--- src/rtl/sync_pulse_arbiter.sv ---
// sync_pulse_arbiter
// Round-robin arbiter that lets N source-domain requesters share one
// pulse-handshake synchronizer channel (sEN/sRDY). Only one crossing is in
// flight at a time. The owner receives a one-cycle done pulse once the
// synchronizer reports ready again.
//
// Optional feature: define SYNC_ARB_TIMEOUT_EN to add a sticky wait-timeout
// flag (tmo). It is set when a crossing stays in WAIT for 2**TMO_W-1 cycles
// and is cleared by tmo_clr. Without the macro, tmo is tied low and tmo_clr
// is ignored.

module sync_pulse_arbiter #(
    parameter int N     = 4,
    parameter int IDW   = 2,
    parameter int TMO_W = 8
) (
    input  logic           CLK,
    input  logic           RST,
    input  logic [N-1:0]   req,
    output logic [N-1:0]   done,
    output logic [N-1:0]   grant,
    output logic [IDW-1:0] grant_id,
    output logic           busy,
    output logic           hs_en,
    input  logic           hs_rdy,
    output logic           tmo,
    input  logic           tmo_clr
);

    typedef enum logic [1:0] {
        IDLE,
        ISSUE,
        WAIT,
        DONE
    } stateT;

    stateT          state;
    logic [IDW-1:0] ptr;
    logic [IDW-1:0] winIdx;
    logic           winValid;

    // Scan requests starting at ptr and wrapping. The loop runs from the
    // farthest offset down to zero, so the nearest set bit is the one kept.
    always_comb begin : pickWinner
        logic [IDW:0] cand;
        winValid = 1'b0;
        winIdx   = '0;
        cand     = '0;
        for (int i = N - 1; i >= 0; i--) begin
            cand = {1'b0, ptr} + (IDW + 1)'(i);
            if (cand >= (IDW + 1)'(N)) begin
                cand = cand - (IDW + 1)'(N);
            end
            if (req[cand[IDW-1:0]]) begin
                winValid = 1'b1;
                winIdx   = cand[IDW-1:0];
            end
        end
    end

    // Transfer sequencer. Every output is a register, so req and hs_rdy only
    // influence the outputs through state.
    always_ff @(posedge CLK or posedge RST) begin
        if (RST) begin
            state    <= IDLE;
            done     <= '0;
            grant    <= '0;
            grant_id <= '0;
            busy     <= 1'b0;
            hs_en    <= 1'b0;
            ptr      <= '0;
        end else begin
            done  <= '0;
            hs_en <= 1'b0;
            case (state)
                IDLE: begin
                    if (hs_rdy && winValid) begin
                        grant    <= N'(1) << winIdx;
                        grant_id <= winIdx;
                        busy     <= 1'b1;
                        hs_en    <= 1'b1;
                        state    <= ISSUE;
                    end
                end
                ISSUE: begin
                    state <= WAIT;
                end
                WAIT: begin
                    if (hs_rdy) begin
                        done  <= grant;
                        state <= DONE;
                    end
                end
                DONE: begin
                    ptr      <= (grant_id == IDW'(N - 1)) ? '0 : grant_id + 1'b1;
                    grant    <= '0;
                    grant_id <= '0;
                    busy     <= 1'b0;
                    state    <= IDLE;
                end
                default: begin
                    state <= IDLE;
                end
            endcase
        end
    end

`ifdef SYNC_ARB_TIMEOUT_EN
    localparam logic [TMO_W-1:0] TMO_MAX = '1;

    logic [TMO_W-1:0] tmoCnt;

    // The wait counter restarts for every crossing. tmo is raised once, on
    // the cycle the counter reaches its maximum; a set in the same cycle
    // overrides a clear.
    always_ff @(posedge CLK or posedge RST) begin
        if (RST) begin
            tmoCnt <= '0;
            tmo    <= 1'b0;
        end else begin
            if (state == ISSUE) begin
                tmoCnt <= '0;
            end else if (state == WAIT && tmoCnt != TMO_MAX) begin
                tmoCnt <= tmoCnt + 1'b1;
            end
            if (state == WAIT && tmoCnt == TMO_MAX - 1'b1) begin
                tmo <= 1'b1;
            end else if (tmo_clr) begin
                tmo <= 1'b0;
            end
        end
    end
`else
    localparam int unusedTmoW = TMO_W;

    logic unusedTmoClr;

    assign unusedTmoClr = tmo_clr;
    assign tmo          = 1'b0;
`endif

endmodule
--- config.mk ---
export PLATFORM = sky130hd
export DESIGN_NAME = sync_pulse_arbiter
export DESIGN_NICKNAME = d
export VERILOG_FILES = /design/src/rtl/sync_pulse_arbiter.sv
export SDC_FILE = /design/constraint.sdc
export NUM_CORES = 1
export LEC_CHECK = 0
export BUFFER_PORTS_ARGS = -buffer_cell sky130_fd_sc_hd__buf_2
export CAP_MARGIN = 20
export CORE_MARGIN = 2
export CORE_UTILIZATION = 51
export CTS_BUF_LIST = sky130_fd_sc_hd__clkbuf_4
export DETAILED_ROUTE_END_ITERATION = 16
export GPL_TIMING_DRIVEN = 0
export PLACE_DENSITY = 0.88
export SLEW_MARGIN = 20
export SYNTH_ARGS = -nofsm -noshare
export SYNTH_HDL_FRONTEND = slang
export SYNTH_SLANG_ARGS = --single-unit
--- constraint.sdc ---
create_clock -name CLK -period 1.8 [get_ports CLK]
set_input_delay 0.09 -clock CLK [delete_from_list [all_inputs] [get_ports CLK]]
set_output_delay 0.09 -clock CLK [all_outputs]
set_load 0.1 [all_outputs]
Yosys cells after proc, flatten, opt, wreduce, memory -nomap -nowiden. Index checks and enable logic that the tools add are counted.

Bits in registers: 16. Bits in latches: 0. Memory bits (writable): 0. Memory bits (read-only): 0. Bits of input ports: 8. Output and inout bits: 13. Word-level logic and storage cells: 69. Memories: 0.

$add $sub $neg: 8. $mul: 0. Div/mod/pow operators: 0. $lt $le $gt $ge: 8. Eq/ne operators: 6. Shift operators: 1. Muxes and demuxes: 34. Bitwise logic cells: 0. Reductions and logical operators: 5.

Operator list (count): $mux W2 (12); $lt A2 B3 Y1 const B (4); $mux W4 (3); $mux W1 (11); $ge A3 B3 Y1 const B (3); $bmux W1 S2 (4); $pmux W2 S4 (1); $pmux W4 S2 (1); $sub A2 B1 Y2 const B (4); $add A2 B2 Y3 const B (2); $eq A2 B2 Y1 const B (3); $ne A2 B2 Y1 const B (2); $pmux W2 S2 (1); $reduce_and A2 Y1 (2); $shl A1 B2 Y4 const A (1); $add A2 B1 Y3 const B (1); $ge A2 B3 Y1 const B (1); $add A2 B1 Y2 const B (1); $eq A2 B1 Y1 const B (1); $logic_not A2 Y1 (1); $pmux W1 S2 (1); $reduce_bool A2 Y1 (1); $logic_and A1 B1 Y1 (1).

Logic depth before layout (Yosys ltp). Gate-level depths: netlist (run 1).

Word-level depth: 12. Gate-level depth with buffers: 7. Mapped depth without buffers: 6.

Least setup slack after synthesis (run 1). OpenSTA, ideal clock, no wires.

Path type: register to register. Start point: reg grant_id[0]. End point: reg ptr[1]. Library setup time: 0.128 ns. Arrival: 1.409 ns. Required time: 1.672 ns. Path slack: 0.263 ns. Cell stages (with the launch flop): 4. Buffers on the path: 0. Period minus slack after synthesis: 1.537 ns. Path through: dfrtp_1 ha_1 nand2_1 o21ai_0.

Cells in the longest elaborated chain, start to end: 2. Elaborated cells on any way between the ends: 3. Classes of those cells: add/sub (1); eq/ne (1); mux (1).

RTL lines: from (decl) (line 22) `output logic [IDW-1:0] grant_id,`; from (signal assigned) (line 79) `grant_id <= winIdx;`; $add A2 B1 Y2 / $eq A2 B2 Y1 (equally long branches) (line 95) `ptr <= (grant_id == IDW'(N - 1)) ? '0 : grant_id + 1'b1;`; $mux W2 * (line 95); to (signal assigned) (line 95); to (decl) (line 38) `logic [IDW-1:0] ptr;`.

Mark *: on every way between the ends. The rest lies on a longest branch, timed or not. A chain may end at the register's enable or synchronous reset.

Worst setup path in the final report (run 1).
Start point: reg state[0]. End point: reg state[1].

Cells in the longest elaborated chain, start to end: 3. Elaborated cells on any way between the ends: 8. Classes of those cells: eq/ne (5); mux (1); reduce/logical (2).

RTL lines: from (decl) (line 37) `stateT state;`; from (signal assigned) (line 65) `state <= IDLE;`; from (signal assigned) (line 82) `state <= ISSUE;`; from (signal assigned) (line 86) `state <= WAIT;`; $eq A2 B2 Y1 / $logic_not A2 Y1 (equally long branches) (line 75) `case (state)`; $ne A2 B2 Y1 (no source line); $reduce_and A2 Y1 (no source line).

Several ways; a longest one is shown, not always the timed one.

==> impl_metrics.json, run 1 <==
{
  "dr.pass1.iters": 4,
  "core_area_mm2": 0.00151,
  "wl_um": 1530,
  "synth.top_cell.area_share": 0.489,
  "cts-root-buf": "clkbuf_4",
  "clkSinkCount": 16,
  "insertion_delay_ns": 0.28,
  "place_worst_setup_slack_ns": 0.207,
  "layout_setup_ws_ns": 0.195,
  "grt_antenna_before_repair": 0,
  "finalSetupViolCount": 0,
  "max_cap_violations": 0,
  "syn_to_final_growth_pct": 17.4,
  "viasPerCell": 5.87,
  "startpoint_type": "flop",
  "numCtsBuffers": 3,
  "hold_end": "done[3]",
  "crit_family": "flip-flops",
  "dp.cells": 108,
  "path_buf_inv": 2,
  "period_needed_ns": 1.61,
  "slew_headroom": 0.622,
  "yosysTopAreaCell": "dfrtp_1",
  "die_h_um": 44.1,
  "postRouteAntennaNets": 0,
  "hold_viol_final": 0,
  "worst-path-max-fanout": 9,
  "fill_cells": 132,
  "hold_start": "hs_rdy",
  "r2r_start": "state[0]",
  "cp.arrival_ns": 1.77,
  "cp_data_required_time_ns": 1.97,
  "grt_pass1_wl_um": 2500,
  "gp_congestion": 0.794,
  "hp-class": "in -> reg",
  "cp-end-kind": "flop",
  "dieWidth_um": 44.1,
  "clk_path_buf_depth": 2,
  "drive_gt1_frac": 0.313,
  "ios": 21,
  "portBuffers": 18,
  "seq_area_frac_synth": 0.489,
  "route.vias.total": 657,
  "dp_hpwl_um": 1170,
  "ys_top_cells_by_area": "dfrtp_1 (49%), ha_1 (7.6%), o211ai_1 (5.5%)",
  "drc": 0,
  "clock_skew_ns": 0.00276,
  "rows": 14,
  "r2r_setup_slack_ns": 0.19,
  "max_freq_ghz": 0.623,
  "wire_per_inst_um": 13.7,
  "status": "finished clean",
  "start_util": 0.543,
  "drt_iter0_markers": 12,
  "finalNonFillerCells": 112,
  "ys_top_cells_by_count": "dfrtp_1 (16), nand2_1 (6), o211ai_1 (6), ha_1 (5), inv_1 (5)",
  "ys.flop_type": "dfrtp_1",
  "final_cell_area_um2": 961,
  "num_antenna_cells": 0,
  "ys_ff_latch": 16,
  "grt_pass1_vias": 616,
  "synth_nets": 87,
  "grt.total_usage": 0.179,
  "syn_area_um2": 818,
  "hold-worst-slack_ns": 0.148,
  "grt_max_degree": 17,
  "slew_viol_final": 0,
  "yosysMostFrequentCell": "dfrtp_1",
  "worstSetupPathType": "reg -> reg",
  "post-route-util": 0.638,
  "cp_cell_sequence": "inv_1 > ha_1 > buf_6 > nand3_4 > a22o_4 > mux2_4",
  "multi_input_area_um2": 373,
  "cpPeakStageDelay_ns": 0.39,
  "dieArea_mm2": 0.00194,
  "synth_mux_area_frac": 0.0306,
  "synth_cells": 74,
  "tns_ns": 0,
  "synth_top_family_by_area": "compound AO/OA/AOI/OAI gates",
  "r2r_end": "state[1]",
  "synth_area_per_cell_um2": 11.1,
  "synth_edf_count": 0,
  "total_leakage_power_nw": 0.521,
  "synthAdderAreaFrac": 0.0765,
  "cts_resized": 0,
  "reg2reg_depth": 6,
  "power.density_mw_per_mm2": 1940,
  "synth-compound-area-share": 0.208,
  "min_path_cells": 2,
  "total_power_mw": 1.86,
  "slowest_stage": "dfrtp_1",
  "synth_cell_type_count": 31,
  "yosys.area_share.simple": 0.136,
  "grt-ovfl-total": 0,
  "ys_warn_count": 0,
  "finalCritPeriodShare": 0.892,
  "cts.clk_slew.worst_paths_ns": 0.08,
  "dpl-instance-area_um2": 928,
  "max-vdd-ir-drop_mv": 0.879,
  "nets": 111,
  "tightest_slew_ns": 0.567,
  "h-tree-depth": 1,
  "synthXorXnorAreaFrac": 0,
  "seq_area_um2": 400,
  "synthArstFlopShare": 1.00,
  "tritoncts": "yes",
  "rsz0062_at_grt": "false"
}
-- final cells by class --
type	count	share of cell area
Inverter	7	0.0273
Sequential cell	16	0.417
Clock buffer	3	0.0234
Multi-Input combinational cell	49	0.388
Tap cell	16	0.0208
Buffer	2	0.0195
Timing Repair Buffer	19	0.104
-- repair_timing --
action	in CTS	in global routing
setup buffers	0	0
hold buffers	1	0
hold endpoints to repair	16	0
-- per-layer routing --
layer	vias up	wire [um]	global-route usage
met3	6	108	0.0531
met4	0	20	0.0727
met2	24	766	0.312
li1	310	-	-
met5	-	0	0
met1	317	634	0.204
-- layout by cell type, fill, tap and decap left out, drive strengths merged --
cell,Yosys,final
a22o,1,1
o2111ai,1,1
or3,1,1
inv,6,6
nand3,1,1
nor2b,1,1
nor3,1,1
o31ai,3,3
nand2b,1,1
mux2i,1,1
o211ai,6,6
a21boi,1,1
nor2,3,3
mux2,1,1
dfrtp,16,16
nand2,6,6
o21a,1,1
buf,2,20
clkbuf,0,3
or4,1,1
and3,4,4
o21ai,5,5
a22oi,1,1
dlygate4sd3,0,1
a2bb2oi,1,1
a21oi,1,1
a21o,1,1
conb,1,1
ha,5,5
clkinv,1,1
-- worst max path at each step --
stage                 from        to  cells after the start
2_1_floorplan  grant_id[0]    ptr[1]                      3
3_3_place_gp      state[0]  state[1]                      6
3_5_place_dp      state[0]  state[1]                      6
4_1_cts           state[0]  state[1]                      6
5_1_grt           state[0]  state[1]                      6
6_report          state[0]  state[1]                      6
-- flip-flops by register name (all words and copies together) (netlist names) --
name	flops
busy	1
done	4
grant	4
grant_id	2
hs_en	1
ptr	2
state	2
-- report_power, final --
group | internal (mW) | leakage, nW | switching, mW
registers | 0.473 | 0.211 | 0.0822
logic | 0.291 | 0.296 | 0.836
clock network | 0.0776 | 0.0138 | 0.101
total | 0.841 | 0.521 | 1.02
-- cell families (layout without fill, tap and decap cells) --
group                    after synthesis  in the layout
AO/OA/AOI/OAI                         22             22
adder cells (fa/ha/maj)                5              5
buffers and inverters                  9             31
flip-flops                            16             16
multiplexers                           2              2
other                                  1              1
AND/OR/NAND/NOR                       19             19
No activity file was read; power rests on OpenSTA's default activity.
==> run 2: changes to the inputs <==
--- a/config.mk
+++ b/config.mk
@@ -5,6 +5,7 @@
 export SDC_FILE = /design/constraint.sdc
 export NUM_CORES = 1
 export LEC_CHECK = 0
+export ABC_AREA = 1
 export BUFFER_PORTS_ARGS = -buffer_cell sky130_fd_sc_hd__buf_2
 export CAP_MARGIN = 20
 export CORE_MARGIN = 2
@@ -12,7 +13,7 @@
 export CTS_BUF_LIST = sky130_fd_sc_hd__clkbuf_4
 export DETAILED_ROUTE_END_ITERATION = 16
 export GPL_TIMING_DRIVEN = 0
-export PLACE_DENSITY = 0.88
+export PLACE_DENSITY = 0.86
 export SLEW_MARGIN = 20
 export SYNTH_ARGS = -nofsm -noshare
 export SYNTH_HDL_FRONTEND = slang
==> impl_metrics.json, run 2 <==
{
  "period_needed_ns": 1.53,
  "synth.top_cell.area_share": 0.389,
  "tritoncts": "yes",
  "ys_warn_count": 0,
  "ys_top_cells_by_count": "nand2_1 (31), inv_1 (18), nand2_2 (17), dfrtp_1 (16), nand3_1 (13)",
  "yosysTopAreaCell": "dfrtp_1",
  "nets": 168,
  "status": "finished clean",
  "startpoint_type": "flop",
  "cts.clk_slew.worst_paths_ns": 0.10,
  "cp_data_required_time_ns": 1.99,
  "synth_edf_count": 0,
  "portBuffers": 18,
  "wire_per_inst_um": 10.7,
  "h-tree-depth": 1,
  "top_regs": "done: 4 flops, grant: 4 flops",
  "final_cell_mix": "nand2_1 (31), inv_1 (18), buf_2 (18)",
  "rsz0062_at_grt": "false",
  "grt-ovfl-total": 0,
  "worstSetupPathType": "reg -> reg",
  "dieArea_mm2": 0.00239,
  "syn_area_mm2": 0.00103,
  "viasPerCell": 4.78,
  "slew_headroom": 0.597,
  "cts_resized": 0,
  "finalCritPeriodShare": 0.849,
  "synth_cell_type_count": 24,
  "grt.total_usage": 0.195,
  "synth_nets": 144,
  "cp-end-kind": "flop",
  "dieWidth_um": 48.9,
  "cp.arrival_ns": 1.72,
  "ys_top_cells_by_area": "dfrtp_1 (39%), nand2_1 (11%), nand2_2 (10%)",
  "seq_area_frac_synth": 0.389,
  "r2r_setup_slack_ns": 0.27,
  "insertion_delay_ns": 0.30,
  "grt_pass1_wl_um": 3540,
  "hold_viol_final": 0,
  "cts-root-buf": "clkbuf_4",
  "syn_to_final_growth_pct": 15.6,
  "grt_pass1_vias": 856,
  "clk_path_buf_depth": 2,
  "dr.pass1.iters": 4,
  "final_common_cell": "nand2_1",
  "grt_max_degree": 17,
  "gp_congestion": 0.800,
  "yosysMostFrequentCell": "nand2_1",
  "synthArstFlopShare": 1.00,
  "start_util": 0.530,
  "hp-class": "in -> reg",
  "ys.flop_type": "dfrtp_1",
  "numCtsBuffers": 3,
  "worst-path-max-fanout": 8,
  "dp_hpwl_um": 1480,
  "rows": 16,
  "ios": 21,
  "clock_skew_ns": 0.00748,
  "synth_area_per_cell_um2": 7.86,
  "ys_ff_latch": 16,
  "tightest_slew_ns": 0.604,
  "num_antenna_cells": 0,
  "max_freq_ghz": 0.654,
  "die_h_um": 48.9,
  "wl_um": 1930,
  "clkSinkCount": 16,
  "drt_iter0_markers": 21,
  "max_cap_violations": 0,
  "drive_gt1_frac": 0.338,
  "route.vias.total": 865,
  "tns_ns": 0,
  "synth_cells": 131,
  "postRouteAntennaNets": 0,
  "core_area_mm2": 0.00194,
  "drc": 0,
  "grt_antenna_before_repair": 0,
  "slew_viol_final": 0,
  "fill_cells": 196,
  "finalSetupViolCount": 0
}
==> run 2: changes by cell type in the layout (fill, tap and decap cells not counted), moves of 2 or more <==
cell      change
nand2_1      +25
nand2_2      +17
inv_1        +13
nand3_1      +13
o211ai_1      -6
and3_1        -4
nor2_1        +3
o21ai_1       +3
o31ai_1       -3
and2_4        +2
inv_2         +2
==> run 2: stage by stage <==
stage / setup slack (ns) / instances / area (um2) / hold slack, ns / utilization
2_1_floorplan: 0.262 / 131 / 1030 / 0.00374 / -
3_3_place_gp: 0.323 / 176 / 1150 / 0.169 / 0.594
3_5_place_dp: 0.310 / 176 / 1150 / 0.186 / 0.594
4_1_cts: 0.288 / 181 / 1190 / 0.159 / 0.613
5_1_grt: 0.145 / 181 / 1190 / 0.168 / 0.613
6_report: 0.271 / 181 / 1190 / 0.157 / 0.613
==> run 2: cell type report <==
class                   instances  area, um2  share of cell area
plain buffers                   2       18.8              0.0158
clock buffers                   3       22.5              0.0189
clock inverters                 1       3.75             0.00315
inverters                      23       93.8              0.0789
multi-input cells              90        517               0.434
flip-flops and latches         16        400               0.336
well taps                      27       33.8              0.0284
repair buffers                 19        100              0.0841
==> run 2: repair_timing <==
action | 4_1_cts | 5_1_grt
hold endpoints to repair | 16 | 0
hold buffers | 1 | 0
setup buffers | 0 | 0
==> run 2: critical path, cell delays in order, from the launching register on <==
cell      delay, ns
dfrtp_1        0.39
buf_6          0.15
inv_8          0.08
nand2_2        0.05
and2_4         0.14
nand2_2        0.07
nand2_1        0.06
clkinv_1       0.05
nand2_2        0.05
o21ai_2        0.22
inv_2          0.05
nand2_1        0.07
nand2_1        0.05
==> run 2: path summary, 6_finish.rpt <==
path | startpoint | endpoint | depth (start not counted)
worst max register to register | ptr[0] | grant[0] | 12
worst max-delay path | ptr[0] | grant[0] | 12
min in group asynchronous | RST | grant_id[0] | 3
worst min-delay path | hs_rdy | hs_en | 3
max in group asynchronous | RST | done[2] | 3
worst min register to register | grant[0] | done[0] | 2
==> run 2: per-layer routing <==
| layer | track usage | share of wire |
|---|---|---|
| met1 | 0.225 | 0.43 |
| met2 | 0.336 | 0.51 |
| met3 | 0.0399 | 0.031 |
| met5 | 0 | 0 |
| met4 | 0.110 | 0.025 |
==> run 2: logic make-up (layout without fill, tap and decap cells) <==
logic type               Yosys count  count (layout)  synth area share
AO/OA/AOI/OAI                     10              10            0.0535
adder cells (fa/ha/maj)            5               5            0.0608
buffers and inverters             25              48             0.109
flip-flops                        16              16             0.389
other                              1               1           0.00364
AND/OR/NAND/NOR                   74              74             0.384
Power of run 2 is left out: the tool's default activity adds up to more than one toggle a clock period on the data nets, which glitch-free logic cannot reach.
==> run 3: changes to the inputs <==
--- a/config.mk
+++ b/config.mk
@@ -5,7 +5,7 @@
 export SDC_FILE = /design/constraint.sdc
 export NUM_CORES = 1
 export LEC_CHECK = 0
-export ABC_AREA = 1
+export ABC_AREA = 0
 export BUFFER_PORTS_ARGS = -buffer_cell sky130_fd_sc_hd__buf_2
 export CAP_MARGIN = 20
 export CORE_MARGIN = 2
@@ -13,7 +13,7 @@
 export CTS_BUF_LIST = sky130_fd_sc_hd__clkbuf_4
 export DETAILED_ROUTE_END_ITERATION = 16
 export GPL_TIMING_DRIVEN = 0
-export PLACE_DENSITY = 0.86
+export PLACE_DENSITY = 0.88
 export SLEW_MARGIN = 20
 export SYNTH_ARGS = -nofsm -noshare
 export SYNTH_HDL_FRONTEND = slang
==> constraint.sdc (replaced) <==
create_clock -name CLK -period 1.6 [get_ports CLK]
set_input_delay 0.08 -clock CLK [delete_from_list [all_inputs] [get_ports CLK]]
set_output_delay 0.08 -clock CLK [all_outputs]
set_load 0.1 [all_outputs]
==> impl_metrics.json, run 3 (same netlist as run 1, synthesis figures left out) <==
{
  "status": "finished clean",
  "drc": 0,
  "clock_skew_ns": 0.00794,
  "path_buf_inv": 2,
  "cp_cell_sequence": "inv_1 > ha_1 > buf_6 > nand3_4 > a22o_4 > mux2_4",
  "seq_area_um2": 400,
  "grt.total_usage": 0.179,
  "portBuffers": 18,
  "total_leakage_power_nw": 0.536,
  "nets": 115,
  "clk_path_buf_depth": 2,
  "grt_pass1_wl_um": 2500,
  "wire_per_inst_um": 14.1,
  "top_regs": "done: 4 flops, grant: 4 flops",
  "dpl-instance-area_um2": 928,
  "num_antenna_cells": 0,
  "pwr-share-comb": 0.615,
  "viasPerCell": 5.78,
  "final_common_cell": "buf_2",
  "cp_data_required_time_ns": 1.77,
  "power.density_mw_per_mm2": 2180,
  "tightest_slew_ns": 0.574,
  "dieArea_mm2": 0.00194,
  "dr.pass1.iters": 6,
  "start_util": 0.543,
  "grt_max_degree": 17,
  "switchingPower_mw": 1.18,
  "total_power_mw": 2.16,
  "rows": 14,
  "netSwitchingFraction": 0.545,
  "finalSetupViolCount": 0,
  "period_needed_ns": 1.56,
  "slew_viol_final": 0,
  "insertion_delay_ns": 0.29,
  "grt-ovfl-total": 0,
  "clock_power_share": 0.097,
  "max-vdd-ir-drop_mv": 1.05,
  "hold_viol_final": 0,
  "dp.cells": 108,
  "max_cap_violations": 0,
  "finalNonFillerCells": 116,
  "slew_headroom": 0.617,
  "cts-root-buf": "clkbuf_4",
  "grt_antenna_before_repair": 0,
  "post-route-util": 0.659,
  "p_int_mw": 0.984,
  "slowest_stage": "dfrtp_1",
  "drive_gt1_frac": 0.350,
  "ios": 21,
  "route.vias.total": 671,
  "crit_family": "flip-flops",
  "drt_iter0_markers": 10,
  "gp_congestion": 0.794,
  "numCtsBuffers": 3,
  "multi_input_area_um2": 383,
  "dp_hpwl_um": 1170,
  "clkSinkCount": 16,
  "cts.clk_slew.worst_paths_ns": 0.09,
  "final_cell_area_um2": 993,
  "tritoncts": "yes",
  "startpoint_type": "flop",
  "wl_um": 1640,
  "dieWidth_um": 44.1,
  "cp-end-kind": "flop",
  "max_freq_ghz": 0.643,
  "cpPeakStageDelay_ns": 0.41,
  "syn_to_final_growth_pct": 21.4,
  "worstSetupPathType": "reg -> reg",
  "core_area_mm2": 0.00151,
  "postRouteAntennaNets": 0,
  "fill_cells": 126,
  "cp.arrival_ns": 1.73,
  "finalCritPeriodShare": 0.973,
  "power_frac_seq": 0.288,
  "h-tree-depth": 1,
  "worst-path-max-fanout": 10,
  "hp-class": "in -> reg",
  "die_h_um": 44.1,
  "grt_pass1_vias": 616,
  "final_cell_mix": "buf_2 (18), dfrtp_1 (16), nand2_1 (6), o211ai_1 (6), ha_1 (5)"
}
run 3: cell types whose count changed in the layout (fill, tap and decap cells not counted), sizes merged, moves of 4 or more:
cell    before  now
nand2       49    6
nor2         8    3
inv         22    6
o211ai       0    6
nand3       14    2
and3         0    4
run 3: timing repair:
item | CTS | global route
setup buffers | 0 | 3
gates resized for setup | 0 | 1
endpoints found under the setup margin | 0 | 4
endpoints found under the hold margin | 16 | 0
hold buffers | 1 | 0
run 3: metrics by stage:
step | setup TNS [ns] | setup WS [ns] | hold WS, ns
after floorplan | 0 | 0.0634 | -0.00626
final | 0 | 0.0438 | 0.145
after detailed placement | 0 | 0.00721 | 0.173
after CTS | 0 | 0.00000355 | 0.135
after global placement | 0 | 0.0459 | 0.159
after global routing | -0.00313 | -0.00313 | 0.159
run 3: final timing paths:
path / from / endpoint / slack, ns / cells past startpoint
worst max register to register: state[1] / state[1] / 0.04 / 6
worst max-delay path: state[1] / state[1] / 0.04 / 6
worst min register to register: grant_id[0] / ptr[0] / 0.51 / 1
worst min-delay path: hs_rdy / done[3] / 0.15 / 2
max in group asynchronous: RST / busy / 0.84 / 3
min in group asynchronous: RST / done[0] / 0.38 / 3
run 3: power by group through the flow:
| stage | Sequential (mW) | Clock (mW) | Combinational [mW] |
|---|---|---|---|
| 2_1_floorplan | 1.17 | 0 | 0.508 |
| 3_5_place_dp | 0.629 | 0 | 1.26 |
| 3_3_place_gp | 0.625 | 0 | 1.23 |
| 6_report | 0.623 | 0.209 | 1.33 |
| 5_1_grt | 0.639 | 0.227 | 1.40 |
| 4_1_cts | 0.623 | 0.207 | 1.27 |
run 3: metal layers:
metal	up-vias	routed length [um]	global-route usage
li1	321	-	-
met2	34	827	0.312
met1	314	635	0.204
met5	-	0	0
met3	2	157	0.0531
met4	0	15	0.0727
run 3: layout make-up:
cell class                      instances  area share
Sequential cell                        16       0.403
Timing Repair Buffer                   22       0.123
Tap cell                               16      0.0202
Multi-Input combinational cell         50       0.385
Inverter                                7      0.0264
Buffer                                  2      0.0189
Clock buffer                            3      0.0227
